**src/rtl/ro_meas_pkg.sv**
```systemverilog
// Shared constants for the ring-oscillator frequency measurement block:
// FSM state encodings and default window / counter sizing.
package ro_meas_pkg;

    localparam logic [1:0] ST_IDLE = 2'd0;
    localparam logic [1:0] ST_ARM  = 2'd1;
    localparam logic [1:0] ST_GATE = 2'd2;
    localparam logic [1:0] ST_DONE = 2'd3;

    localparam int DEF_GATE_CYCLES = 1000;
    localparam int DEF_CNT_W       = 16;
    localparam int DEF_SYNC_STAGES = 2;

endpackage

```
**src/rtl/osc_sync_edge.sv**
```systemverilog
// Brings the asynchronous oscillator signal into the clk domain and flags
// each synchronised rising edge for one cycle.
module osc_sync_edge #(
    parameter int SYNC_STAGES = 2
) (
    input  logic clk,
    input  logic rst,
    input  logic osc_in,
    output logic rise
);

    logic [SYNC_STAGES-1:0] sync_q;
    logic                   hist_q;

    always_ff @(posedge clk) begin
        if (rst) begin
            sync_q <= '0;
            hist_q <= 1'b0;
        end else begin
            sync_q <= {sync_q[SYNC_STAGES-2:0], osc_in};
            hist_q <= sync_q[SYNC_STAGES-1];
        end
    end

    assign rise = sync_q[SYNC_STAGES-1] & ~hist_q;

endmodule

```
**src/rtl/ro_freq_counter.sv**
```systemverilog
// Counts synchronised ring-oscillator rising edges over a fixed window of
// clk cycles and publishes the (saturating) count with a one-cycle valid.
module ro_freq_counter
    import ro_meas_pkg::*;
#(
    parameter int GATE_CYCLES = DEF_GATE_CYCLES,
    parameter int CNT_W       = DEF_CNT_W,
    parameter int SYNC_STAGES = DEF_SYNC_STAGES
) (
    input  logic             clk,
    input  logic             rst,
    input  logic             osc_in,
    input  logic             start,
    input  logic             continuous,
    output logic             busy,
    output logic [CNT_W-1:0] count_out,
    output logic             valid,
    output logic             overflow
);

    localparam int GW = $clog2(GATE_CYCLES);
    localparam int AW = $clog2(SYNC_STAGES + 1);
    localparam logic [GW-1:0] GATE_LAST = GW'(GATE_CYCLES - 1);
    localparam logic [AW-1:0] ARM_LAST  = AW'(SYNC_STAGES);

    logic [1:0]       state;
    logic [AW-1:0]    arm_cnt;
    logic [GW-1:0]    gate_cnt;
    logic [CNT_W-1:0] edge_cnt;
    logic             ovf;
    logic             rise;

    osc_sync_edge #(
        .SYNC_STAGES(SYNC_STAGES)
    ) u_sync (
        .clk   (clk),
        .rst   (rst),
        .osc_in(osc_in),
        .rise  (rise)
    );

    always_ff @(posedge clk) begin
        if (rst) begin
            state     <= ST_IDLE;
            arm_cnt   <= '0;
            gate_cnt  <= '0;
            edge_cnt  <= '0;
            ovf       <= 1'b0;
            count_out <= '0;
            overflow  <= 1'b0;
            valid     <= 1'b0;
        end else begin
            valid <= 1'b0;
            case (state)
                ST_IDLE: begin
                    arm_cnt <= '0;
                    if (start || continuous) state <= ST_ARM;
                end
                // ARM lets edges already in the synchroniser drain before counting
                ST_ARM: begin
                    gate_cnt <= '0;
                    edge_cnt <= '0;
                    ovf      <= 1'b0;
                    if (arm_cnt == ARM_LAST) state <= ST_GATE;
                    else arm_cnt <= arm_cnt + 1'b1;
                end
                ST_GATE: begin
                    if (rise) begin
                        if (edge_cnt == {CNT_W{1'b1}}) ovf <= 1'b1;
                        else edge_cnt <= edge_cnt + 1'b1;
                    end
                    if (gate_cnt == GATE_LAST) state <= ST_DONE;
                    else gate_cnt <= gate_cnt + 1'b1;
                end
                ST_DONE: begin
                    count_out <= edge_cnt;
                    overflow  <= ovf;
                    valid     <= 1'b1;
                    arm_cnt   <= '0;
                    state     <= continuous ? ST_ARM : ST_IDLE;
                end
                default: state <= ST_IDLE;
            endcase
        end
    end

    assign busy = (state != ST_IDLE);

endmodule
```
**config.mk**
```make
export PLATFORM = sky130hd
export DESIGN_NAME = ro_freq_counter
export DESIGN_NICKNAME = d
export VERILOG_FILES = /design/src/rtl/ro_meas_pkg.sv /design/src/rtl/osc_sync_edge.sv /design/src/rtl/ro_freq_counter.sv
export SDC_FILE = /design/constraint.sdc
export NUM_CORES = 1
export LEC_CHECK = 0
export BUFFER_PORTS_ARGS = -buffer_cell sky130_fd_sc_hd__buf_2
export CAP_MARGIN = 30
export CELL_PAD_IN_SITES_DETAIL_PLACEMENT = 0
export CELL_PAD_IN_SITES_GLOBAL_PLACEMENT = 2
export CORE_UTILIZATION = 30
export DETAILED_ROUTE_END_ITERATION = 12
export GPL_ROUTABILITY_DRIVEN = 0
export PLACE_DENSITY = 0.67
export RECOVER_POWER = 25
export SKIP_CTS_REPAIR_TIMING = 1
export SYNTH_ARGS = -nofsm -noshare
export SYNTH_HDL_FRONTEND = slang
export SYNTH_SLANG_ARGS = --single-unit
```
**constraint.sdc**
```tcl
create_clock -name clk -period 3.33 [get_ports clk]
set_clock_uncertainty 0.1 [all_clocks]
set_input_delay 0.666 -clock clk [delete_from_list [all_inputs] [get_ports clk]]
set_output_delay 0.666 -clock clk [all_outputs]
set_load 0.02 [all_outputs]
```
==> impl_metrics.ini, run 1 <==
[routing]
wl_mm = 5.93
dr.first_iter.drc_count = 81
antenna_left = 0
wl_per_cell_um = 14.9
firstDrtPassIters = 4
via_per_inst = 5.21
vias = 2075
drc = 0

[placed_design]
hpwl_mm = 4.07
port_buffers = 23
post-place-ws_ns = 0.932

[synthesis]
synthArstFlopShare_pct = 0
synth_fa_ha_area_share_pct = 3.62
yosys.area.top_type = dfxtp_1
synth_cell_type_count = 51
synth_ff_type = dfxtp_1
yosys_warnings = 0
synth_nets = 284
synthTopCellsByCount = 52 x dfxtp_1, 30 x nor2_1, 18 x a21oi_1, 18 x mux2i_1, 15 x inv_1
yosysSeqAreaShare_pct = 43.0
synth-xor-area-share_pct = 0.362
synthMuxAreaShare_pct = 7.45
synth-compound-area-share_pct = 21.9
synthSimpleGateAreaFrac_pct = 19.1
syn-cell-area_um2 = 2420
avgSynthCellArea_um2 = 8.90
synth_area_leaders = dfxtp_1 43%, mux2i_1 7.4%, nor2_1 4.7%
synth_top_family_by_area = compound AO/OA/AOI/OAI gates
netlist.area_leader.share_pct = 43.0
syn_inst = 272
ys_seq_elements = 52
yosysMostFrequentCell = dfxtp_1
synth_edf_count = 0

[critical_path]
cp.arrival_ns = 2.59
cp.required_ns = 3.48
critPathMaxStageDelay_ns = 0.87
path_cells = nand4_1, or4_1, a311oi_1, a41o_1
cp_slowest_cell = or4_1
endpoint_kind = flop
crit_fanout = 13
worstSetupStartpointType = flop
crit_type = reg -> reg
cp_top_family = simple AND/OR/NAND/NOR gates
path_buf_inv = 0

[cells_and_area]
multi_input_area_um2 = 1270
regArea_um2 = 1040
nNetsFinal = 307
syn_to_final_growth_pct = 13.4
fill_cells = 834
drive_above_1_share_pct = 11.8
antennaDiodeCount = 0

[clock_network]
clk_latency_ns = 0.31
cts_buffer_depth = 2
cts_sinks = 52
htree_levels = 2
cts_tree = built
cts-root-buf = clkbuf_8
cts_buffers = 5
clk_pin_slew_ns = 0.10

[global_routing]
grt_use_met3_pct = 2.74
use_met2_pct = 23.2
grt_pass1_vias = 1921
antenna_found_initial = 0
grt_usage_pct = 14.5
grt_max_degree = 39
grt-ovfl-total = 0
use_met1_pct = 19.7
grt-busiest-layer = met2
grt_pass1_wl_mm = 9.69

[sta]
fmaxAchievable_mhz = 410
worstMarginPinSlew_ns = 0.734
fin_ws_ns = 0.891
slew_viol_final = 0
post-route-min-period_ns = 2.44
rsz0062_at_grt = false
fin_setup_tns_ns = 0
max_slew_margin_pct = 51.1
finalCritPeriodShare_pct = 73.2
setup_viol = 0
hold_viol = 0

[flow_run]
max_cap_violations = 0

[floorplanning]
die_h_um = 91.8
dieArea_um2 = 8430
die_w_um = 91.8
rows = 32
ios = 24
initial_core_util_pct = 31.2
core_um2 = 7770

[power_and_ir_drop]
peakVddDrop_v = 0.000242
powerDensity_nw_per_um2 = 588
leakagePower_nw = 0.918
total_power_mw = 1.61

[min_path]
hold_class = reg -> reg

[outcome]
status = finished, final reports clean
==> metal layers <==
metal	part of all wire, %	vias up
li1	-	1060
met1	53	974
met2	43	36
met3	3.0	5
met4	1.0	0
met5	0	-
==> placed cells by master (no fill, tap or decap), types with 2 or more instances in the layout <==
master	n
a2111oi_0	2
mux2i_1	18
nor4_1	8
clkbuf_1	8
buf_4	5
nand4_1	4
o21ai_1	2
a2bb2oi_1	3
a31o_2	4
inv_1	15
o21ai_0	8
a211oi_1	4
and3_1	4
nand2_1	14
o31ai_1	2
a31oi_1	7
a21o_1	2
nor3_1	2
a41oi_1	2
o31a_1	3
or4_1	3
or3_1	3
a21oi_1	18
nor2b_1	5
nor2_1	30
buf_2	16
clkbuf_8	5
ha_1	7
a311oi_1	3
o2111ai_1	2
o211ai_1	5
dfxtp_1	52
nand3_1	10
==> area by class of cell <==
cell class / count / share of cell area (%)
Clock buffer: 6 / 2.64
Clock inverter: 2 / 1.28
Inverter: 15 / 2.05
Multi-Input combinational cell: 193 / 46.2
Sequential cell: 52 / 37.9
Tap cell: 102 / 4.65
Timing Repair Buffer: 28 / 5.24
==> logic make-up after synthesis <==
group	count (synthesis)
buf+inv	27
xor+xnor	1
simple gates	91
flops	52
mux	18
fa+ha+maj	7
compound gates	76
==> per-stage QoR <==
step	hold WS [ns]	instances	util, %	instance area [um^2]
floorplan	0.314	272	-	2420
global placement	0.365	390	34.1	2650
detailed placement	0.361	390	34.1	2650
CTS	0.376	398	35.4	2750
global route	0.389	398	35.3	2740
finish	0.373	398	35.3	2740
==> worst paths after layout <==
path | startpoint | end | slack [ns] | cells after the start
setup / recovery | edge_cnt[4]$_SDFFE_PP0P_ | edge_cnt[2]$_SDFFE_PP0P_ | 0.89 | 4
hold / removal | u_sync.sync_q[1]$_SDFF_PP0_ | u_sync.hist_q$_SDFF_PP0_ | 0.37 | 1
setup reg to reg | edge_cnt[4]$_SDFFE_PP0P_ | edge_cnt[2]$_SDFFE_PP0P_ | 0.89 | 4
hold reg to reg | u_sync.sync_q[1]$_SDFF_PP0_ | u_sync.hist_q$_SDFF_PP0_ | 0.37 | 1
==> where the power goes <==
| group | total [mW] | internal [mW] | switching (mW) |
|---|---|---|---|
| Clock | 0.432 | 0.223 | 0.208 |
| Sequential | 0.678 | 0.650 | 0.0277 |
| Combinational | 0.505 | 0.160 | 0.345 |
==> sequential cells by signal (all words and copies together) (netlist names) <==
name / flops
count_out: 16
edge_cnt: 16
gate_cnt: 10
arm_cnt: 2
state: 2
u_sync.sync_q: 2
overflow: 1
ovf: 1
u_sync.hist_q: 1
valid: 1
No activity file was read; power rests on OpenSTA's default activity.
==> run 2: changes to the inputs <==
--- a/config.mk
+++ b/config.mk
@@ -12,7 +12,7 @@
 export CORE_UTILIZATION = 30
 export DETAILED_ROUTE_END_ITERATION = 12
 export GPL_ROUTABILITY_DRIVEN = 0
-export PLACE_DENSITY = 0.67
+export PLACE_DENSITY = 0.7
 export RECOVER_POWER = 25
 export SKIP_CTS_REPAIR_TIMING = 1
 export SYNTH_ARGS = -nofsm -noshare
==> constraint.sdc (replaced) <==
create_clock -name clk -period 2.16 [get_ports clk]
set_clock_uncertainty 0.1 [all_clocks]
set_input_delay 0.432 -clock clk [delete_from_list [all_inputs] [get_ports clk]]
set_output_delay 0.432 -clock clk [all_outputs]
set_load 0.02 [all_outputs]
==> impl_metrics.ini, run 2 (synthesized netlist as in run 1, its figures left out) <==
[min_path]
hp-start = osc_in
hold_depth = 2
hold_class = in -> reg
worstHoldEndpoint = u_sync.sync_q[0]$_SDFF_PP0_

[routing]
vias = 2178
wl_mm = 6.03
antenna_left = 0
wl_per_cell_um = 14.2
drc = 0
firstDrtPassIters = 4
via_per_inst = 5.15
dr.first_iter.drc_count = 59

[cells_and_area]
multi_input_area_um2 = 1270
layout_commonest_cell = dfxtp_1
syn_to_final_growth_pct = 20.2
fill_cells = 850
drive_above_1_share_pct = 16.8
regArea_um2 = 1040
nNetsFinal = 332
instances_no_fill = 423
antennaDiodeCount = 0
reg_top3 = count_out: 16 flops, edge_cnt: 16 flops, gate_cnt: 10 flops
layout_common_cells = 52 x dfxtp_1, 30 x nor2_1, 29 x buf_4

[power_and_ir_drop]
powerDensity_nw_per_um2 = 884
swShare_pct = 36.9
clock_power_share_pct = 22.2
leakagePower_nw = 0.997
comb_power_share_pct = 37.5
intPower_mw = 1.62
peakVddDrop_v = 0.000338
p_sw_mw = 0.948
pwr-share-seq_pct = 40.3

[sta]
max_slew_margin_pct = 54.4
fmaxAchievable_mhz = 491
post-route-min-period_ns = 2.04
finalCritPeriodShare_pct = 94.4
rsz0062_at_grt = false
worstMarginPinSlew_ns = 0.684
slew_viol_final = 0
hold_viol = 0
setup_viol = 0
fin_setup_tns_ns = 0

[global_routing]
grt-busiest-layer = met2
use_met1_pct = 20.2
grt_use_met3_pct = 2.82
grt_usage_pct = 15.1
grt_max_degree = 19
grt_pass1_vias = 2050
grt-ovfl-total = 0
use_met2_pct = 24.9
grt_pass1_wl_mm = 10.2
antenna_found_initial = 0

[floorplanning]
initial_core_util_pct = 31.2
core_um2 = 7770
ios = 24
rows = 32
die_h_um = 91.8
dieArea_um2 = 8430
die_w_um = 91.8

[clock_network]
clk_latency_ns = 0.31
cts_buffer_depth = 2
htree_levels = 2
cts_tree = built
cts_buffers = 5
cts_sinks = 52
clk_pin_slew_ns = 0.10
cts-root-buf = clkbuf_8

[critical_path]
rr_worst_depth = 7
cp.arrival_ns = 2.18
r2r_start = state[1]$_SDFFE_PP0P_
rr_endpoint = edge_cnt[8]$_SDFFE_PP0P_
crit_type = reg -> reg
crit_fanout = 8
worstSetupStartpointType = flop
endpoint_kind = flop
ff2ff_setup_slack_ns = 0.12
cp.required_ns = 2.30

[placed_design]
port_buffers = 23
hpwl_mm = 4.34
placed_cells = 415

[outcome]
status = finished, final reports clean

[flow_run]
max_cap_violations = 0
[run 2: cell types whose count changed in the layout (fill, tap and decap cells not counted)]
cell and change:
buf_4 +24, buf_2 -7, clkbuf_1 +7, clkinvlp_4 +2
bufinv_16 -1, clkinv_2 -1, clkinv_4 +1, or4_1 -1
or4_4 +1
[run 2: through the flow]
step	instance area, um^2	utilization (%)	hold slack, ns	setup slack [ns]	power [mW]
after floorplan	2420	-	0.314	0.215	1.62
after global placement	2830	36.5	0.338	0.174	2.04
after detailed placement	2830	36.5	0.336	0.129	2.03
after CTS	2930	37.7	0.226	0.100	2.60
after global routing	2910	37.4	0.220	0.0131	2.73
final	2910	37.4	0.228	0.122	2.57
[run 2: routing by layer]
metal  up-vias  wire length, um
met2        38             2710
met5         -                0
met4         0               65
li1       1112                -
met3         5              225
met1      1023             3020
[run 2: worst max-delay path by stage]
stage | start | endpoint | slack, ns | cells past startpoint
finish | state[1]$_SDFFE_PP0P_ | edge_cnt[8]$_SDFFE_PP0P_ | 0.12 | 7
global route | state[1]$_SDFFE_PP0P_ | edge_cnt[8]$_SDFFE_PP0P_ | 0.01 | 7
CTS | edge_cnt[0]$_SDFFE_PP0P_ | edge_cnt[2]$_SDFFE_PP0P_ | 0.10 | 5
detailed placement | edge_cnt[0]$_SDFFE_PP0P_ | edge_cnt[2]$_SDFFE_PP0P_ | 0.13 | 5
global placement | edge_cnt[0]$_SDFFE_PP0P_ | edge_cnt[2]$_SDFFE_PP0P_ | 0.17 | 5
floorplan | edge_cnt[0]$_SDFFE_PP0P_ | edge_cnt[2]$_SDFFE_PP0P_ | 0.21 | 6
[run 2: power by group through the flow]
stage                     combinational [mW]  sequential, mW  clock [mW]
after floorplan                        0.558            1.06           0
after global placement                 0.985            1.05           0
after detailed placement               0.976            1.06           0
after CTS                              0.978            1.03       0.591
after global routing                    1.06            1.04       0.624
final                                  0.964            1.04       0.569
[run 2: area by class of cell]
type                       count  area share, %
clock buffer                   5           2.37
clock inverter                 3          0.818
inverter                      15           1.94
multi-input combinational    193           43.7
sequential                    52           35.8
tap                          102           4.39
timing repair buffer          53           11.0
[run 2: worst max-delay path, stage by stage, from the launching register on]
cell and delay (ns):
dfxtp_1 0.40, inv_1 0.10, ha_1 0.29, inv_1 0.06
a21o_1 0.27, nor4_1 0.41, buf_4 0.18, mux2i_1 0.16
